`src/rtl/fetch_ctrl.sv`:
```
// fetch_ctrl: instruction-fetch sequencer for the core.
// Single-outstanding imem handshake with decode stall and redirect flush.

module fetch_ctrl #(
  parameter logic [31:0] RESET_PC = 32'h0000_0000
) (
  input  logic        clk,
  input  logic        rst_n,
  output logic        imem_req_o,
  output logic [31:0] imem_addr_o,
  input  logic        imem_gnt_i,
  input  logic        imem_rvalid_i,
  input  logic [31:0] imem_rdata_i,
  input  logic        redirect_i,
  input  logic [31:0] redirect_pc_i,
  input  logic        stall_i,
  output logic        valid_o,
  output logic [31:0] pc_o,
  output logic [31:0] ir_o
);

  localparam logic [2:0] S_IDLE  = 3'd0;
  localparam logic [2:0] S_REQ   = 3'd1;
  localparam logic [2:0] S_WAIT  = 3'd2;
  localparam logic [2:0] S_HOLD  = 3'd3;
  localparam logic [2:0] S_DRAIN = 3'd4;

  logic [2:0]  state;
  logic [2:0]  state_nx;
  logic [31:0] fetch_pc;
  logic [31:0] fetch_pc_nx;
  logic [31:0] tgt;
  logic        load;
  logic        flush;
  logic        slot_free;
  logic        drop;

  assign tgt       = redirect_pc_i & 32'hFFFF_FFFC;
  assign flush     = redirect_i;
  assign slot_free = !valid_o || !stall_i;
  assign drop      = valid_o && !stall_i && !flush && !load;

  assign imem_req_o  = (state == S_REQ);
  assign imem_addr_o = fetch_pc;

  always_comb begin
    state_nx    = state;
    fetch_pc_nx = fetch_pc;
    load        = 1'b0;
    if (flush) begin
      fetch_pc_nx = tgt;
      unique case (state)
        S_IDLE:  state_nx = S_REQ;
        S_HOLD:  state_nx = S_REQ;
        S_REQ:   state_nx = imem_gnt_i ? S_DRAIN : S_REQ;
        // a response landing with the redirect closes the old request
        S_WAIT:  state_nx = imem_rvalid_i ? S_REQ : S_DRAIN;
        S_DRAIN: state_nx = imem_rvalid_i ? S_REQ : S_DRAIN;
        default: state_nx = S_REQ;
      endcase
    end else begin
      unique case (state)
        S_IDLE: state_nx = S_REQ;
        S_REQ: begin
          if (imem_gnt_i) state_nx = S_WAIT;
        end
        S_WAIT: begin
          if (imem_rvalid_i) begin
            load        = 1'b1;
            fetch_pc_nx = fetch_pc + 32'd4;
            state_nx    = slot_free ? S_REQ : S_HOLD;
          end
        end
        S_HOLD: begin
          if (!stall_i) state_nx = S_REQ;
        end
        S_DRAIN: begin
          if (imem_rvalid_i) state_nx = S_REQ;
        end
        default: state_nx = S_IDLE;
      endcase
    end
  end

  always_ff @(posedge clk or negedge rst_n) begin
    if (!rst_n) begin
      state    <= S_IDLE;
      fetch_pc <= RESET_PC;
    end else begin
      state    <= state_nx;
      fetch_pc <= fetch_pc_nx;
    end
  end

  always_ff @(posedge clk or negedge rst_n) begin
    if (!rst_n) begin
      valid_o <= 1'b0;
      pc_o    <= 32'd0;
      ir_o    <= 32'd0;
    end else begin
      unique case (1'b1)
        flush: valid_o <= 1'b0;
        load: begin
          valid_o <= 1'b1;
          pc_o    <= fetch_pc;
          ir_o    <= imem_rdata_i;
        end
        drop:    valid_o <= 1'b0;
        default: ;
      endcase
    end
  end

endmodule

```
`config.mk`:
```
export PLATFORM = sky130hd
export DESIGN_NAME = fetch_ctrl
export DESIGN_NICKNAME = d
export VERILOG_FILES = /design/src/rtl/fetch_ctrl.sv
export SDC_FILE = /design/constraint.sdc
export NUM_CORES = 1
export LEC_CHECK = 0
export BUFFER_PORTS_ARGS = -buffer_cell sky130_fd_sc_hd__buf_2
export CAP_MARGIN = 40
export CORE_MARGIN = 2
export CORE_UTILIZATION = 49
export CTS_CLUSTER_DIAMETER = 150
export DETAILED_ROUTE_END_ITERATION = 7
export PLACE_DENSITY = 0.8
export RECOVER_POWER = 25
export SYNTH_ARGS = -nofsm -noshare
export SYNTH_HDL_FRONTEND = slang
export SYNTH_SLANG_ARGS = --single-unit
```
`constraint.sdc`:
```
create_clock -name clk -period 2.5 [get_ports clk]
set_input_delay 0.125 -clock clk [delete_from_list [all_inputs] [get_ports clk]]
set_output_delay 0.125 -clock clk [all_outputs]
set_load 0.05 [all_outputs]
```
### After elaboration in Yosys (flattened, before gate mapping)

Cells that the tools add are included.

* register bits after elaboration: 100
* bits in latches: 0
* memory bits (writable): 0
* bits in read-only memories: 0
* input port bits: 70
* output and inout port bits: 98
* logic and storage cells: 47
* memories kept: 0

* add/subtract/negate cells: 1
* $mul: 0
* div/mod/pow operators: 0
* magnitude comparators: 0
* eq/ne operators: 8
* shifts and indexed selects: 0
* muxes and demuxes: 17
* bitwise operators: 0
* reduce and logical (&&, ||, !) cells: 16

Operators by type and width (count)
* 2-to-1 mux 32 bit: 3
* adder 32 x 3 -> 32 bit (second input constant): 1
* 2-to-1 mux 3 bit: 7
* one-hot mux 3 bit (5 select lines): 1
* inequality test 3 bit (second input constant): 3
* equality test 3 x 2 -> 1 bit (second input constant): 2
* one-hot mux 3 bit (2 select lines): 1
* nonzero test 2 bit: 3
* logical NOT 1 bit: 4
* AND reduction 4 bit: 1
* OR reduction 2 bit: 2
* equality test 3 x 1 -> 1 bit (second input constant): 1
* equality test 3 bit (second input constant): 1
* logical AND 1 bit: 3
* logical NOT 3 bit: 1
* 2-to-1 mux 1 bit: 3
* inequality test 3 x 1 -> 1 bit (second input constant): 1
* 2-to-1 mux 2 bit: 1
* one-hot mux 1 bit (2 select lines): 1
* AND reduction 2 bit: 1
* logical OR 1 bit: 1

### Longest topological paths before layout

Gate-level depths: netlist of the first run.

* word-level depth: 7
* gate-level depth with buffers: 8
* mapped depth without buffers: 5

### Least setup slack after synthesis of the first run

Ideal clock, no wire load.

* kind: register -> register
* start point: register fetch_pc[7] (netlist: imem_addr_o[7])
* end point: register fetch_pc[30] (netlist: imem_addr_o[30])
* library setup time: 0.082 ns
* data arrival time: 2.357 ns
* data required time: 2.418 ns
* setup slack: 0.061 ns
* stages on the path, launching flop included: 7
* buffers on the path: 2
* clock period less this slack: 2.439 ns
* cell sequence: dfrtp_1 > buf_2 > nand4_2 > or4_4 > buf_6 > or4_1 > a31oi_1

* cells in the longest elaborated chain, start to end: 4

RTL lines
* start, declared: line 30 `logic [31:0] fetch_pc;`
* start signal, assigned: line 91 `fetch_pc <= fetch_pc_nx;`
* adder 32 x 3 -> 32 bit: line 70 `fetch_pc_nx = fetch_pc + 32'd4;`
* 2-to-1 mux 32 bit: line 68 `if (imem_rvalid_i) begin`
* 2-to-1 mux 32 bit: line 62 `unique case (state)`
* 2-to-1 mux 32 bit: line 50 `if (flush) begin`

No other way between the ends. The select of a mux whose other input is x is not followed.
A chain may end at the register's enable or synchronous reset.

### Worst setup path after layout of the first run

* start point: register state[1]
* end point: register fetch_pc[30] (netlist: imem_addr_o[30])

* cells in the longest elaborated chain, start to end: 3

RTL lines
* start, declared: line 28 `logic [2:0] state;`
* start signal, assigned: line 90 `state <= state_nx;`
* equality test 3 x 2 -> 1 bit: line 62
* nonzero test 2 bit (no source line)
* AND reduction 2 bit (no source line)

No other way between the ends.

==> results.sh, run 1 <==
export IMPL_status="complete, no violations"
export IMPL_synth_async_sr_flop_share_pct=100
export IMPL_vias=3719
export IMPL_fmax_ghz=0.432
export IMPL_crit_reg2reg_launch="state[1]"
export IMPL_fin_ws_ns=0.185
export IMPL_hold_end="ir_o[28]"
export IMPL_ys_warn_count=0
export IMPL_overflow=0
export IMPL_start_kind="register"
export IMPL_slew_viol_final=0
export IMPL_worst_ep_required_time_ns=2.77
export IMPL_r2r_setup_slack_ns=0.18
export IMPL_swShare_pct=47.5
export IMPL_hold_class="in -> reg"
export IMPL_clkTransAtPathRegs_ns=0.10
export IMPL_antenna_cells=0
export IMPL_drive_gt1_share_pct=42.1
export IMPL_synth_top_area_share_pct=54.6
export IMPL_yosysTopAreaCell="dfrtp_1"
export IMPL_place_congestion=0.773
export IMPL_relSlewSlack_pct=3.61
export IMPL_setup_violations=0
export IMPL_tns_ns=0
export IMPL_yosysMostFrequentCell="dfrtp_1"
export IMPL_seqPwrFrac_pct=36.4
export IMPL_cts_sinks=96
export IMPL_tightest_slew_ns=1.45
export IMPL_p_comb_share_pct=46.0
export IMPL_whs_path_depth=2
export IMPL_cts_tree="yes"
export IMPL_die_h_um=98.8
export IMPL_syn_area_per_cell_um2=11.9
export IMPL_drt_total_wl_um=11200
export IMPL_period_minus_slack_ns=2.32
export IMPL_ys_seq_area_share_pct=54.6
export IMPL_p_per_area_nw_per_um2=1090
export IMPL_worst_ep_arrival_time_ns=2.59
export IMPL_grt_max_degree=60
export IMPL_worst_r2r_path_depth=4
export IMPL_dp_slack_ns=0.204
export IMPL_ctsHtreeMaxLevel=3
export IMPL_synth_edf_count=0
export IMPL_coreArea_um2=8720
export IMPL_path_class="reg -> reg"
export IMPL_ctsResizeCount=0
export IMPL_synth_cell_types=43
export IMPL_post_cts_buffers=0
export IMPL_p_leak_nw=2.80
export IMPL_io_buffers=161
export IMPL_clk_latency_ns=0.36
export IMPL_die_w_um=98.8
export IMPL_rsz0062_at_grt="no"
export IMPL_critical_path_endpoint_type="register"
export IMPL_period_share_pct=92.6
export IMPL_drt_iter0_markers=113
export IMPL_clockBufferDepth=2
export IMPL_grt_pass1_wl_um=18200
export IMPL_io_pins=168
export IMPL_cp_max_fo=12
export IMPL_maxCapViolCount=0
export IMPL_synth_area_leaders="dfrtp_1, mux2_2, or4_1"
export IMPL_grt_usage_pct=23.5
export IMPL_synthCells=371
export IMPL_p_sw_mw=3.07
export IMPL_avgViaCountPerCell=5.45
export IMPL_routedWlPerCell_um=16.4
export IMPL_internal_power_mw=3.39
export IMPL_postRouteAntennaNets=0
export IMPL_numCtsBuffers=9
export IMPL_p_clk_share_pct=17.7
export IMPL_clockRootBuffer="clkbuf_8"
export IMPL_ys_flop_type="dfrtp_1"
export IMPL_row_count=34
export IMPL_synthToLayoutAreaGrowth_pct=35.2
export IMPL_drc=0
export IMPL_antenna_found_initial=0
export IMPL_nets=641
export IMPL_fin_worst_skew_ns=0.00732
export IMPL_ys_ff_latch=96
export IMPL_r2r_end="imem_addr_o[30]"
export IMPL_firstDrtPassIters=4
export IMPL_ctsHoldBuffers=47
export IMPL_grt_pass1_vias=3698
export IMPL_netlist_area_um2=4400
export IMPL_finalHoldViolations=0
export IMPL_synth_commonest_cells="dfrtp_1, mux2_2, nand2_1"
export IMPL_hpwlAfterDp_um=7520
export IMPL_fp_dieArea_um2=9760
export IMPL_hold_start="imem_rdata_i[28]"
export IMPL_ir_drop_mv=0.928
export IMPL_initial_utilization_pct=50.5
-- worst max-delay path by stage --
stage,start,endpoint,slack (ns),cells past startpoint
after global routing,state[1],imem_addr_o[30],0.01,4
after detailed placement,state[1],imem_addr_o[30],0.20,4
after CTS,state[1],imem_addr_o[30],0.18,4
after global placement,state[1],imem_addr_o[30],0.27,4
after floorplan,imem_addr_o[7],imem_addr_o[30],0.06,6
final,state[1],imem_addr_o[30],0.18,4
-- area by class of cell --
type,count,area [µm²]
sequential,96,2400
tap,108,135
inverter,4,15.0
timing repair buffer,215,1330
multi-input combinational,244,1840
clock inverter,7,100
fill,661,2770
clock buffer,9,124
-- power by group through the flow --
stage	Sequential, mW	Clock [mW]	Combinational (mW)
6_report	2.35	1.14	2.97
5_1_grt	2.42	1.23	3.10
2_1_floorplan	3.91	0	0.685
4_1_cts	2.34	1.18	3.00
3_3_place_gp	2.32	0	2.90
3_5_place_dp	2.37	0	2.95
-- metrics by stage --
stage / instances / instance area, µm² / power (mW) / hold WS (ns) / utilization (%)
5_1_grt: 683 / 5950 / 6.75 / 0.00448 / 68.2
2_1_floorplan: 374 / 4410 / 4.59 / -0.171 / -
6_report: 683 / 5950 / 6.46 / 0.0136 / 68.2
3_3_place_gp: 619 / 5250 / 5.22 / 0.233 / 60.2
3_5_place_dp: 620 / 5280 / 5.31 / 0.245 / 60.5
4_1_cts: 683 / 5970 / 6.52 / 0.00288 / 68.5
-- logic make-up (layout without fill, tap and decap cells) --
group / after synthesis / after routing / synth area share [%]
compound gates: 56 / 56 / 8.19
buf+inv: 34 / 235 / 4.01
xor+xnor: 12 / 12 / 2.39
other cells: 1 / 4 / 0.0852
fa+ha+maj: 1 / 1 / 0.284
mux: 65 / 65 / 16.6
simple gates: 106 / 106 / 13.9
flops: 96 / 96 / 54.6
-- placed cells by master, fill, tap and decap left out, types with 2 or more instances in the layout --
cell and count:
a21oi_1 2, a31oi_1 16, and4_1 2, buf_2 146, buf_4 6, bufinv_16 2, clkbuf_1 14, clkbuf_8 9
conb_1 4, dfrtp_1 96, dlygate4sd3_1 47, inv_1 4, inv_6 4, mux2_2 63, mux2i_1 2, nand2_1 27
nand2b_1 3, nand3_1 10, nand3b_1 2, nand4_1 8, nor2_1 16, nor3_1 2, nor4_1 5, o211ai_1 2
o21ai_0 15, o22ai_1 2, o31a_1 2, o31ai_1 13, or2_2 3, or3_1 3, or4_1 16, xnor2_1 7
xor2_1 5
-- layer usage --
metal | part of all wire (%) | track usage (%) | vias to the layer above
met5 | 0 | 0 | -
met1 | 40 | 30.0 | 1816
met3 | 7.0 | 5.39 | 15
li1 | - | - | 1744
met2 | 51 | 40.0 | 144
met4 | 1.4 | 7.38 | 0
-- critical path, stage by stage, from the launching register on --
cell and delay, ns:
dfrtp_1 0.60, nand4bb_4 0.27, or4_1 0.72, or4_1 0.44
a31oi_1 0.20
-- sequential cells by signal, indices dropped and copies added (netlist names) --
register and cells:
state 3, ir_o 32, imem_addr_o 30, valid_o 1, pc_o 30
Note: power is estimated with default switching activity, not from simulation.
==> run 2: changes to the inputs <==
BUFFER_PORTS_ARGS = default   (was -buffer_cell sky130_fd_sc_hd__buf_2)
CORE_UTILIZATION = 50   (was 49)
DONT_BUFFER_PORTS = 1   (was default)
PLACE_DENSITY = default   (was 0.8)
==> results.sh, run 2 (synthesized netlist as in run 1, its figures left out) <==
export IMPL_status="complete, no violations"
export IMPL_cts_sinks=96
export IMPL_fin_worst_skew_ns=0.00720
export IMPL_worst_ep_required_time_ns=2.77
export IMPL_holdWs_ns=0.0171
export IMPL_relSlewSlack_pct=12.9
export IMPL_tns_ns=0
export IMPL_synthToLayoutAreaGrowth_pct=25.3
export IMPL_fill_cells=705
export IMPL_swShare_pct=49.6
export IMPL_dp_slack_ns=0.342
export IMPL_cts_tree="yes"
export IMPL_start_kind="register"
export IMPL_setup_violations=0
export IMPL_mostFrequentLayoutCell="dfrtp_1"
export IMPL_io_pins=168
export IMPL_seqPwrFrac_pct=64.4
export IMPL_tightest_slew_ns=1.31
export IMPL_path_class="reg -> reg"
export IMPL_p_leak_nw=2.35
export IMPL_grt_busiest_layer="met2"
export IMPL_fmax_ghz=0.460
export IMPL_io_buffers=0
export IMPL_p_comb_share_pct=19.3
export IMPL_regArea_um2=2400
export IMPL_clockRootBuffer="clkbuf_8"
export IMPL_p_total_mw=5.89
export IMPL_overflow=0
export IMPL_die_w_um=97.8
export IMPL_clockBufferDepth=2
export IMPL_nets=527
export IMPL_r2r_setup_slack_ns=0.33
export IMPL_antenna_cells=0
export IMPL_cp_max_fo=11
export IMPL_postRouteAntennaNets=0
export IMPL_die_h_um=97.8
export IMPL_hpwlAfterDp_um=6640
export IMPL_p_per_area_nw_per_um2=1070
export IMPL_finalHoldViolations=0
export IMPL_fp_dieArea_um2=9570
export IMPL_routedWlPerCell_um=17.9
export IMPL_grt_pass1_wl_um=16900
export IMPL_grt_pass1_vias=3346
export IMPL_gr_usage_met3_pct=6.01
export IMPL_slew_viol_final=0
export IMPL_fin_ws_ns=0.327
export IMPL_worst_ep_arrival_time_ns=2.44
export IMPL_critical_path_endpoint_type="register"
export IMPL_maxCapViolCount=0
export IMPL_regMostFlops="ir_o"
export IMPL_internal_power_mw=2.96
export IMPL_post_cts_buffers=0
export IMPL_multi_input_area_um2=1850
export IMPL_ir_drop_mv=0.683
export IMPL_row_count=34
export IMPL_numCtsBuffers=9
export IMPL_largest_reg_flops=32
export IMPL_coreArea_um2=8640
export IMPL_drt_total_wl_um=10200
export IMPL_firstDrtPassIters=4
export IMPL_rsz0062_at_grt="no"
export IMPL_period_share_pct=86.9
export IMPL_fin_cells=569
export IMPL_ctsHtreeMaxLevel=3
export IMPL_grtUsageMet2_pct=37.0
export IMPL_antenna_found_initial=0
export IMPL_layout_common_cells="dfrtp_1, dlygate4sd3_1, mux2_2, buf_4, nand2_1"
export IMPL_grt_max_degree=97
export IMPL_p_clk_share_pct=16.3
export IMPL_hold_class="in -> reg"
export IMPL_use_met1_pct=28.1
export IMPL_grt_usage_pct=22.0
export IMPL_drive_gt1_share_pct=27.1
export IMPL_drc=0
export IMPL_clk_latency_ns=0.35
export IMPL_initial_utilization_pct=51.0
export IMPL_clkTransAtPathRegs_ns=0.09
export IMPL_period_minus_slack_ns=2.17
export IMPL_vias=3227
export IMPL_ctsResizeCount=0
export IMPL_p_sw_mw=2.92
export IMPL_place_congestion=0.846
export IMPL_drt_iter0_markers=133
export IMPL_avgViaCountPerCell=5.67
export IMPL_dp_cells=486
[run 2: per-layer routing]
| metal | wire, µm | vias up |
|---|---|---|
| met4 | 93 | 0 |
| li1 | - | 1519 |
| met1 | 4370 | 1581 |
| met2 | 5120 | 121 |
| met3 | 605 | 6 |
| met5 | 0 | - |
[run 2: area by class of cell]
class	instances	share of cell area [%]
Timing Repair Buffer	101	16.8
Sequential cell	96	43.5
Multi-Input combinational cell	244	33.5
Inverter	4	0.272
Clock inverter	6	0.930
Clock buffer	10	2.49
Tap cell	108	2.45
[run 2: per-stage QoR]
stage,cell area [µm²],utilization [%]
detailed placement,4650,53.9
global route,5520,63.9
finish,5520,63.9
global placement,4650,53.9
floorplan,4410,-
CTS,5520,63.9
[run 2: path summary, 6_finish.rpt]
kind	from	to	depth (start not counted)
max	state[0]	imem_addr_o[30]	4
min	redirect_pc_i[21]	imem_addr_o[21]	2
max reg2reg	state[0]	imem_addr_o[30]	4
min reg2reg	state[2]	state[2]	2
max in group asynchronous	rst_n	imem_addr_o[7]	2
min in group asynchronous	rst_n	ir_o[5]	2
[run 2: worst max-delay path, cell delays in order, from the launching register on]
cell and delay [ns]:
dfrtp_1 0.39, nand4bb_4 0.35, or4_1 0.74, or4_1 0.44, a31oi_1 0.17
[run 2: power by group through the flow]
stage | Sequential [mW] | Clock (mW) | Combinational [mW]
floorplan | 3.91 | 0 | 0.685
global placement | 3.82 | 0 | 0.988
detailed placement | 3.83 | 0 | 1.02
CTS | 3.80 | 0.998 | 1.15
global route | 3.85 | 1.07 | 1.24
finish | 3.79 | 0.957 | 1.14
[run 2: what timing repair did]
action                                  CTS  global route
hold endpoints to repair                160             0
endpoints found under the setup margin    0             0
hold buffers                             66             0
